`config.mk`:
```
export PLATFORM = sky130hd
export DESIGN_NAME = bar_chart_sequencer
export DESIGN_NICKNAME = d
export VERILOG_FILES = /design/src/rtl/bar_chart_sequencer_pkg.sv /design/src/rtl/bar_chart_sequencer_clear_sweep.sv /design/src/rtl/bar_chart_sequencer.sv
export SDC_FILE = /design/constraint.sdc
export NUM_CORES = 1
export LEC_CHECK = 0
export ABC_AREA = 1
export CAP_MARGIN = 20
export CORE_MARGIN = 2
export CORE_UTILIZATION = 30
export CTS_CLUSTER_DIAMETER = 100
export CTS_CLUSTER_SIZE = 40
export DETAILED_ROUTE_END_ITERATION = 7
export GPL_TIMING_DRIVEN = 0
export PLACE_DENSITY = 0.59
export SETUP_SLACK_MARGIN = 0.2
export SLEW_MARGIN = 20
export SYNTH_ARGS = -nofsm -noshare
export SYNTH_HDL_FRONTEND = slang
export SYNTH_SLANG_ARGS = --single-unit
```
`constraint.sdc`:
```
create_clock -name i_clk -period 1.55 [get_ports i_clk]
set_input_delay 0.155 -clock i_clk [delete_from_list [all_inputs] [get_ports i_clk]]
set_output_delay 0.155 -clock i_clk [all_outputs]
set_load 0.01 [all_outputs]
```
`src/rtl/bar_chart_sequencer_pkg.sv`:
```
// Shared definitions for the bar chart sequencer: FSM state encoding, screen limits,
// default colours and the height clamp helper.
package bar_chart_sequencer_pkg;

   localparam int SCREEN_W = 320;
   localparam int SCREEN_H = 240;
   localparam int BAR_W    = 32;

   localparam logic [2:0] DEF_BAR_COLOUR = 3'b010;
   localparam logic [2:0] DEF_BG_COLOUR  = 3'b000;

   typedef enum logic [3:0] {
      ST_IDLE  = 4'd0,
      ST_CLEAR = 4'd1,
      ST_FETCH = 4'd2,
      ST_LATCH = 4'd3,
      ST_LOAD  = 4'd4,
      ST_DRAW  = 4'd5,
      ST_NEXT  = 4'd6,
      ST_DONE  = 4'd7
   } state_t;

   function automatic logic [6:0] clamp_height(input logic [6:0] i_h, input logic [6:0] i_max);
      clamp_height = (i_h > i_max) ? i_max : i_h;
   endfunction

endpackage

```
`src/rtl/bar_chart_sequencer_clear_sweep.sv`:
```
// Rectangle raster counter used to blank the chart region: x runs inner, y outer,
// o_last flags the bottom-right pixel of the rectangle.
module bar_chart_sequencer_clear_sweep (
   input  logic       i_clk,
   input  logic       i_resetn,
   input  logic       i_clr,
   input  logic       i_en,
   input  logic [8:0] i_x0,
   input  logic [7:0] i_y0,
   input  logic [8:0] i_w,
   input  logic [7:0] i_h,
   output logic [8:0] o_x,
   output logic [7:0] o_y,
   output logic       o_last
);

   logic [8:0] r_cx;
   logic [7:0] r_cy;
   logic       w_row_end;

   assign w_row_end = (r_cx == (i_w - 9'd1));
   assign o_last    = w_row_end && (r_cy == (i_h - 8'd1));
   assign o_x       = i_x0 + r_cx;
   assign o_y       = i_y0 + r_cy;

   // Raster position; wraps to the origin after the last pixel
   always_ff @(posedge i_clk or negedge i_resetn) begin
      if (!i_resetn) begin
         r_cx <= 9'd0;
         r_cy <= 8'd0;
      end else if (i_clr) begin
         r_cx <= 9'd0;
         r_cy <= 8'd0;
      end else if (i_en) begin
         if (w_row_end) begin
            r_cx <= 9'd0;
            r_cy <= o_last ? 8'd0 : (r_cy + 8'd1);
         end else begin
            r_cx <= r_cx + 9'd1;
         end
      end else begin
         r_cx <= r_cx;
         r_cy <= r_cy;
      end
   end

endmodule

```
`src/rtl/bar_chart_sequencer.sv`:
```
// Chart sequencer: blanks the chart region, then loads and runs an external bar drawer once per
// history entry, muxing blanking or drawer pixels onto a single registered VGA plot interface.
module bar_chart_sequencer
   import bar_chart_sequencer_pkg::*;
#(
   parameter int                  NUM_BARS   = 8,
   parameter int                  BAR_PITCH  = 40,
   parameter int                  CHART_X0   = 0,
   parameter int                  BASE_Y     = 200,
   parameter int                  MAX_H      = 100,
   parameter int                  COLOUR_W   = 3,
   parameter logic [COLOUR_W-1:0] BAR_COLOUR = COLOUR_W'(DEF_BAR_COLOUR),
   parameter logic [COLOUR_W-1:0] BG_COLOUR  = COLOUR_W'(DEF_BG_COLOUR),
   localparam int                 AW         = $clog2(NUM_BARS)
) (
   input  logic                i_clk,
   input  logic                i_resetn,
   input  logic                i_start,
   output logic [AW-1:0]       o_hist_addr,
   input  logic [6:0]          i_hist_data,
   output logic                o_drw_rst_n,
   output logic [8:0]          o_drw_start_x,
   output logic [7:0]          o_drw_start_y,
   output logic [6:0]          o_drw_height,
   output logic                o_drw_enable,
   input  logic [8:0]          i_drw_x,
   input  logic [7:0]          i_drw_y,
   input  logic                i_drw_done,
   output logic [8:0]          o_vga_x,
   output logic [7:0]          o_vga_y,
   output logic [COLOUR_W-1:0] o_vga_colour,
   output logic                o_vga_plot,
   output logic                o_busy,
   output logic                o_done
);

   if ((BASE_Y < MAX_H) || (BASE_Y >= SCREEN_H) || (BAR_W > BAR_PITCH) ||
       (CHART_X0 + NUM_BARS * BAR_PITCH > SCREEN_W)) begin : g_bad_geometry
      $error("bar_chart_sequencer: chart geometry does not fit the screen");
   end

   state_t                r_state;
   logic [AW-1:0]         r_idx;
   logic [6:0]            r_h;
   logic [8:0]            r_sx;
   logic [7:0]            r_sy;
   logic                  r_drw_rst_n;
   logic                  r_drw_en;
   logic                  r_plot;
   logic [8:0]            r_vx;
   logic [7:0]            r_vy;
   logic [COLOUR_W-1:0]   r_col;
   logic                  r_busy;
   logic                  r_done;

   logic                  w_clr_restart;
   logic                  w_clr_en;
   logic [8:0]            w_clr_x;
   logic [7:0]            w_clr_y;
   logic                  w_clr_last;
   logic [6:0]            w_h_clamp;

   assign w_clr_restart = (r_state == ST_IDLE) && i_start;
   assign w_clr_en      = (r_state == ST_CLEAR);
   assign w_h_clamp     = clamp_height(i_hist_data, 7'(MAX_H));

   bar_chart_sequencer_clear_sweep u_clear_sweep (
      .i_clk    (i_clk),
      .i_resetn (i_resetn),
      .i_clr    (w_clr_restart),
      .i_en     (w_clr_en),
      .i_x0     (9'(CHART_X0)),
      .i_y0     (8'(BASE_Y - MAX_H)),
      .i_w      (9'(NUM_BARS * BAR_PITCH)),
      .i_h      (8'(MAX_H + 1)),
      .o_x      (w_clr_x),
      .o_y      (w_clr_y),
      .o_last   (w_clr_last)
   );

   // Sequencer FSM with all outputs registered; the drawer is held cleared outside DRAW
   always_ff @(posedge i_clk or negedge i_resetn) begin
      if (!i_resetn) begin
         r_state     <= ST_IDLE;
         r_idx       <= '0;
         r_h         <= 7'd0;
         r_sx        <= 9'd0;
         r_sy        <= 8'd0;
         r_drw_rst_n <= 1'b0;
         r_drw_en    <= 1'b0;
         r_plot      <= 1'b0;
         r_vx        <= 9'd0;
         r_vy        <= 8'd0;
         r_col       <= BG_COLOUR;
         r_busy      <= 1'b0;
         r_done      <= 1'b0;
      end else begin
         r_done <= 1'b0;
         r_plot <= 1'b0;
         case (r_state)
            ST_IDLE: begin
               if (i_start) begin
                  r_state <= ST_CLEAR;
                  r_busy  <= 1'b1;
                  r_idx   <= '0;
               end else begin
                  r_state <= ST_IDLE;
               end
            end
            ST_CLEAR: begin
               r_plot  <= 1'b1;
               r_vx    <= w_clr_x;
               r_vy    <= w_clr_y;
               r_col   <= BG_COLOUR;
               r_state <= w_clr_last ? ST_FETCH : ST_CLEAR;
            end
            // hist_addr follows r_idx, so the RAM address is already valid in FETCH
            ST_FETCH: r_state <= ST_LATCH;
            ST_LATCH: begin
               r_h     <= w_h_clamp;
               r_sx    <= 9'(CHART_X0 + int'(r_idx) * BAR_PITCH);
               r_sy    <= 8'(BASE_Y - int'(w_h_clamp));
               r_state <= ST_LOAD;
            end
            ST_LOAD: begin
               r_drw_rst_n <= 1'b1;
               r_drw_en    <= 1'b1;
               r_state     <= ST_DRAW;
            end
            ST_DRAW: begin
               r_plot <= 1'b1;
               r_vx   <= i_drw_x;
               r_vy   <= i_drw_y;
               r_col  <= BAR_COLOUR;
               if (i_drw_done) begin
                  r_drw_rst_n <= 1'b0;
                  r_drw_en    <= 1'b0;
                  r_state     <= ST_NEXT;
               end else begin
                  r_state <= ST_DRAW;
               end
            end
            ST_NEXT: begin
               if (r_idx == AW'(NUM_BARS - 1)) begin
                  r_state <= ST_DONE;
                  r_done  <= 1'b1;
               end else begin
                  r_idx   <= r_idx + AW'(1);
                  r_state <= ST_FETCH;
               end
            end
            ST_DONE: begin
               r_busy  <= 1'b0;
               r_state <= ST_IDLE;
            end
            default: begin
               r_state     <= ST_IDLE;
               r_busy      <= 1'b0;
               r_drw_rst_n <= 1'b0;
               r_drw_en    <= 1'b0;
            end
         endcase
      end
   end

   assign o_hist_addr   = r_idx;
   assign o_drw_rst_n   = r_drw_rst_n;
   assign o_drw_start_x = r_sx;
   assign o_drw_start_y = r_sy;
   assign o_drw_height  = r_h;
   assign o_drw_enable  = r_drw_en;
   assign o_vga_x       = r_vx;
   assign o_vga_y       = r_vy;
   assign o_vga_colour  = r_col;
   assign o_vga_plot    = r_plot;
   assign o_busy        = r_busy;
   assign o_done        = r_done;

endmodule

```
# [Word-level counts from Yosys, hierarchy flattened]
# Cells that the tools add are included.
[op_classes] addsub=5 n_mul=1 div=0 order_cmp=1 eq_ne=13 shift=0 mux=26 n_bitwise=2 n_reduce_logical=14
[op_table] operator="$mux W8" n=4
[op_table] operator="$pmux W4 S7" n=1
[op_table] operator="$mux W9" n=3
[op_table] operator="$pmux W9 S2" n=1
[op_table] operator="$eq A4 B3 Y1 const B" n=4
[op_table] operator="$pmux W8 S2" n=1
[op_table] operator="$pmux W3 S2" n=2
[op_table] operator="$reduce_or A6 Y1" n=2
[op_table] operator="$add A9 B1 Y9 const B" n=1
[op_table] operator="$eq A9 B9 Y1 const B" n=1
[op_table] operator="$mux W3" n=3
[op_table] operator="$add A7 B8 Y8 const A" n=1
[op_table] operator="$add A8 B1 Y8 const B" n=1
[op_table] operator="$eq A4 B2 Y1 const B" n=2
[op_table] operator="$eq A8 B7 Y1 const B" n=1
[op_table] operator="$reduce_bool A2 Y1" n=4
[op_table] operator="$sub A8 B7 Y8 const A" n=1
[op_table] operator="$gt A7 B7 Y1 const B" n=1
[op_table] operator="$mux W7" n=1
[op_table] operator="$mul A3 B3 Y6 const B" n=1
[op_table] operator="$mux W1" n=6
[op_table] operator="$ne A2 B2 Y1 const B" n=3
[op_table] operator="$reduce_and A2 Y1" n=3
[op_table] operator="$eq A4 B1 Y1 const B" n=1
[op_table] operator="10 further kinds" n=13
[totals] reg_bits=69 latchBits=0 ramBits=0 mem_bits_ro=0 inputBits=28 n_memories=0

# [Logic depth before layout (Yosys ltp)]
[depth] ltp_word=6 depth_mapped=11 depth_no_buf=11

# [Cells and area by module]
# From an unflattened synthesis, not the netlist that was laid out.
[hier_totals] hier_cells=617 area_unflattened_um2=4448.0
[modules_own_cells] mod="bar_chart_sequencer" instances=1 cells_per_inst=273 area_each_um2=2270.9 seq_area_each_um2=1201.2
[modules_own_cells] mod="bar_chart_sequencer_clear_sweep" instances=1 cells_per_inst=344 area_each_um2=2177.1 seq_area_each_um2=425.4

# [Worst setup path after synthesis]
# Ideal clock, no wire load.
[synth_timing] kind="register to register" startpoint="register u_clear_sweep.r_cy[0]" endpoint="register u_clear_sweep.r_cy[5]" setup_time_ns=0.119 arrival_ns=1.285 setup_slack_ns=0.147 stages_incl_launch_ff=10 path_buffers=0 synth_period_minus_slack_ns=1.403 cell_sequence="dfrtp_1 -> inv_1 -> ha_1 -> nand2_1 -> nor3_1 -> nand2_1 -> nor2_1 -> nor2_1 -> nand3_1 -> nand2_1"
[synth_via] elab_chain_cells=6 elab_cells_between_ends=7
[synth_rtl] element="from (decl)" line="bar_chart_sequencer_clear_sweep.sv:18" rtl="logic [7:0] r_cy;"
[synth_rtl] element="from (signal assigned)" line="bar_chart_sequencer_clear_sweep.sv:37" rtl="r_cy <= o_last ? 8'd0 : (r_cy + 8'd1);"
[synth_rtl] element="from (signal assigned)" line="bar_chart_sequencer_clear_sweep.sv:43" rtl="r_cy <= r_cy;"
[synth_rtl] element="parallel branches: the longest is 2 deep, another holds $add A8 B1 Y8"
[synth_rtl] element="$mux W8 (*)" line="bar_chart_sequencer_clear_sweep.sv:37"
[synth_rtl] element="$mux W8 (*)" line="bar_chart_sequencer_clear_sweep.sv:35" rtl="if (w_row_end) begin"
[synth_rtl] element="$mux W8 (*)" line="bar_chart_sequencer_clear_sweep.sv:34" rtl="end else if (i_en) begin"
[synth_rtl] element="$mux W8 (*)" line="bar_chart_sequencer_clear_sweep.sv:31" rtl="end else if (i_clr) begin"
# Every way passes the cells marked *. The select of a mux whose other input is x is not followed.
# A chain may end at the register's enable or synchronous reset.

# [Final worst setup path]
[layout_timing] startpoint="register u_clear_sweep.r_cx[0]" endpoint="register u_clear_sweep.r_cy[5]"
[layout_via] elab_chain_cells=6 elab_cells_between_ends=8
[layout_rtl] element="from (decl)" line="bar_chart_sequencer_clear_sweep.sv:17" rtl="logic [8:0] r_cx;"
[layout_rtl] element="from (signal assigned)" line="bar_chart_sequencer_clear_sweep.sv:39" rtl="r_cx <= r_cx + 9'd1;"
[layout_rtl] element="from (signal assigned)" line="bar_chart_sequencer_clear_sweep.sv:42" rtl="r_cx <= r_cx;"
[layout_rtl] element="$eq A9 B9 Y1 (*)" line="bar_chart_sequencer_clear_sweep.sv:21" rtl="assign w_row_end = (r_cx == (i_w - 9'd1));"
[layout_rtl] element="$logic_and A1 B1 Y1" line="bar_chart_sequencer_clear_sweep.sv:22" rtl="assign o_last = w_row_end && (r_cy == (i_h - 8'd1));"
[layout_rtl] element="$mux W8" line="bar_chart_sequencer_clear_sweep.sv:37"
[layout_rtl] element="$mux W8" line="bar_chart_sequencer_clear_sweep.sv:35"
[layout_rtl] element="$mux W8" line="bar_chart_sequencer_clear_sweep.sv:34"
[layout_rtl] element="$mux W8" line="bar_chart_sequencer_clear_sweep.sv:31"
# Every way passes the cells marked *; elsewhere a longest branch is shown, timed or not. The select of a mux whose other input is x is not followed.

==> qor.csv <==
metric,value,unit
die_h,110,um
synth-seq-cells,65,
grt_pass1_wl,14.1,mm
fp.coreArea,10900,um^2
gr-usage-all-layers,0.154,
setup_ws,26.5,ps
initialDrtViolationCount,121,
drt_first_pass_iters,4,
fillers,1043,
setup_tns,0,ps
clk_latency,350,ps
cellPowerDensity,1630,nW/um^2
timing.final.hold_violations,0,
vdd_ir_drop_max,0.000821,V
placed_cells,627,
dp_hpwl,6.32,mm
synth_top_cell_by_area,dfrtp_1,
dp_worst_setup_slack,-507,ps
clkSinkCount,65,
crit_type,reg -> reg,
ys_types,35,
slew_violations,0,
synth_area,3370,um^2
wirelength,9.04,mm
clkTransAtPathRegs,70,ps
drive_above_1_share,0.236,
gp_congestion,0.878,
start_util,0.309,
cts-buffers-inserted,9,
nets,571,
antenna_cells,0,
cts_tree,done,
remaining_drc_errors,0,
rsz0062_at_grt,true,
instances_no_fill,677,
ios,80,
finalClockSkew,6.22,ps
cap_violations,0,
area.growth.synth_to_final,47.8,%
holdCritPathClass,in -> reg,
clock_path_buffers,2,
dieArea,12100,um^2
period_minus_slack,1520,ps
vias_per_cell,4.63,
crit_path_start_kind,flip-flop,
yosys-top-cells-area,"dfrtp_1 (48%), nand2_1 (15%), nand3_1 (4.5%), ha_1 (4.1%), nor2_1 (3.7%)",
row_count,38,
timing.fmax,0.656,GHz
power.leakage,2.50,nW
die_w,110,um
syn_area_per_cell,8.26,um^2
grt_pass1_vias,2915,
cts_root_buf,clkbuf_8,
setup_viol,0,
yosysWarnings,0,
crit_arrival,1770,ps
grt_antenna_before_repair,0,
netlist_instances,408,
io_buffers,74,
grt_max_degree,46,
yosysSeqAreaShare,0.483,
status,finished clean,
detail_route.wl_per_cell,13.4,um
grt.overflow.total,0,
required,1800,ps
htree_levels,3,
worst_setup_path_end_kind,flip-flop,
critPathMaxFanout,4,
final_antenna_net_count,0,
synth_top_area_frac,0.483,
period_share,0.983,
vias,3137,
[flip-flops by register name, summed over array words and instances, names as in the netlist]
register,cells
o_done,1
o_vga_colour,1
u_clear_sweep.r_cx,9
o_vga_x,9
o_vga_y,8
o_hist_addr,3
r_state,3
u_clear_sweep.r_cy,8
o_drw_start_y,7
o_drw_start_x,6
o_busy,1
o_drw_enable,1
o_vga_plot,1
o_drw_height,7
[layer usage]
metal | up-vias | global-route usage | routed length, um
met5 | - | 0 | 0
met4 | 0 | 0.0705 | 180
met3 | 12 | 0.0362 | 445
met2 | 63 | 0.247 | 4420
met1 | 1488 | 0.196 | 3990
li1 | 1574 | - | -
[per-stage QoR]
stage / utilization / total power [mW] / cell area, um^2 / hold WS [ps]
final: 0.457 / 8.13 / 4980 / 160
after global routing: 0.457 / 8.75 / 4980 / 186
after CTS: 0.434 / 7.74 / 4730 / 252
after detailed placement: 0.398 / 6.33 / 4340 / 70.7
after global placement: 0.396 / 6.28 / 4310 / 461
after floorplan: - / 4.61 / 3390 / -141
[cells by family (layout without fill, tap and decap cells)]
logic type | count (synthesis) | count (layout) | synth area share
AO/OA/AOI/OAI | 46 | 47 | 0.0836
XOR/XNOR | 9 | 9 | 0.0234
adder cells (fa/ha/maj) | 11 | 11 | 0.0409
buffers and inverters | 53 | 177 | 0.0721
flip-flops | 65 | 65 | 0.483
other | 1 | 5 | 0.00111
AND/OR/NAND/NOR | 223 | 223 | 0.296
[Yosys cell counts, drive strengths merged]
master and n:
ha 11, nor3 4, xor2 8, nand3b 1, o21bai 1, buf 10, or2 1, nand2 140
nand3 31, inv 39, a31oi 3, conb 1, clkinv 1, dfrtp 65, o311ai 1, xnor2 1
o21ai 22, o211ai 12, nor2 39, nand4 7, clkbuf 3, a21oi 7
[placed cells by master (no fill, tap or decap), drive strengths merged]
| master | netlist | final |
|---|---|---|
| a21oi | 7 | 7 |
| a31oi | 3 | 3 |
| buf | 10 | 46 |
| clkbuf | 3 | 17 |
| clkdlybuf4s15 | 0 | 3 |
| clkdlybuf4s50 | 0 | 19 |
| clkinv | 1 | 3 |
| conb | 1 | 5 |
| dfrtp | 65 | 65 |
| dlygate4sd2 | 0 | 47 |
| dlygate4sd3 | 0 | 1 |
| dlymetal6s2s | 0 | 2 |
| ha | 11 | 11 |
| inv | 39 | 39 |
| nand2 | 140 | 140 |
| nand3 | 31 | 31 |
| nand3b | 1 | 1 |
| nand4 | 7 | 7 |
| nor2 | 39 | 39 |
| nor3 | 4 | 4 |
| o211ai | 12 | 12 |
| o21ai | 22 | 23 |
| o21bai | 1 | 1 |
| o311ai | 1 | 1 |
| or2 | 1 | 1 |
| xnor2 | 1 | 1 |
| xor2 | 8 | 8 |
[where the power goes]
part           switching [mW]  internal (mW)  leakage [nW]  total, mW
combinational            2.18           1.79          1.57       3.97
clock                   0.638          0.751         0.102       1.39
sequential              0.426           2.34         0.823       2.77
total                    3.25           4.88          2.50       8.13
[cell type report]
| cell class | count | area (um^2) | area share |
|---|---|---|---|
| timing repair buffer | 108 | 988 | 0.199 |
| multi-input combinational | 295 | 1710 | 0.343 |
| clock inverter | 2 | 10.0 | 0.00201 |
| inverter | 40 | 180 | 0.0362 |
| clock buffer | 14 | 183 | 0.0367 |
| tap | 140 | 175 | 0.0352 |
| buffer | 13 | 103 | 0.0206 |
| sequential | 65 | 1630 | 0.328 |
[critical path: stages, from the launching register on]
cell     delay, ps
dfrtp_1        380
ha_2           200
nand2_2         80
nor2_4         140
buf_6          120
nand4_1        130
nor2_4         210
nor2_1          60
nand3_1         60
nand2_1         50
[repair_timing]
item | 4_1_cts | 5_1_grt
pin swaps | 20 | 16
hold buffers | 1 | 0
resized for setup | 88 | 51
cloned | 0 | 2
hold endpoints to repair | 20 | 0
setup endpoints to repair | 102 | 59
setup buffers | 20 | 11
[worst paths after layout]
kind	from	to	slack, ps	depth (start not counted)
max	u_clear_sweep.r_cx[0]$_DFFE_PN0P_	u_clear_sweep.r_cy[5]$_DFFE_PN0P_	30	9
min	i_hist_data[1]	o_drw_height[1]$_DFFE_PN0N_	160	3
min in group asynchronous	i_resetn	o_vga_x[7]$_DFFE_PN0P_	250	2
max in group asynchronous	i_resetn	u_clear_sweep.r_cy[2]$_DFFE_PN0P_	770	3
min reg2reg	o_drw_height[3]$_DFFE_PN0N_	o_drw_height[3]$_DFFE_PN0N_	480	2
max reg2reg	u_clear_sweep.r_cx[0]$_DFFE_PN0P_	u_clear_sweep.r_cy[5]$_DFFE_PN0P_	30	9
Power figures use the tool's default switching activity.
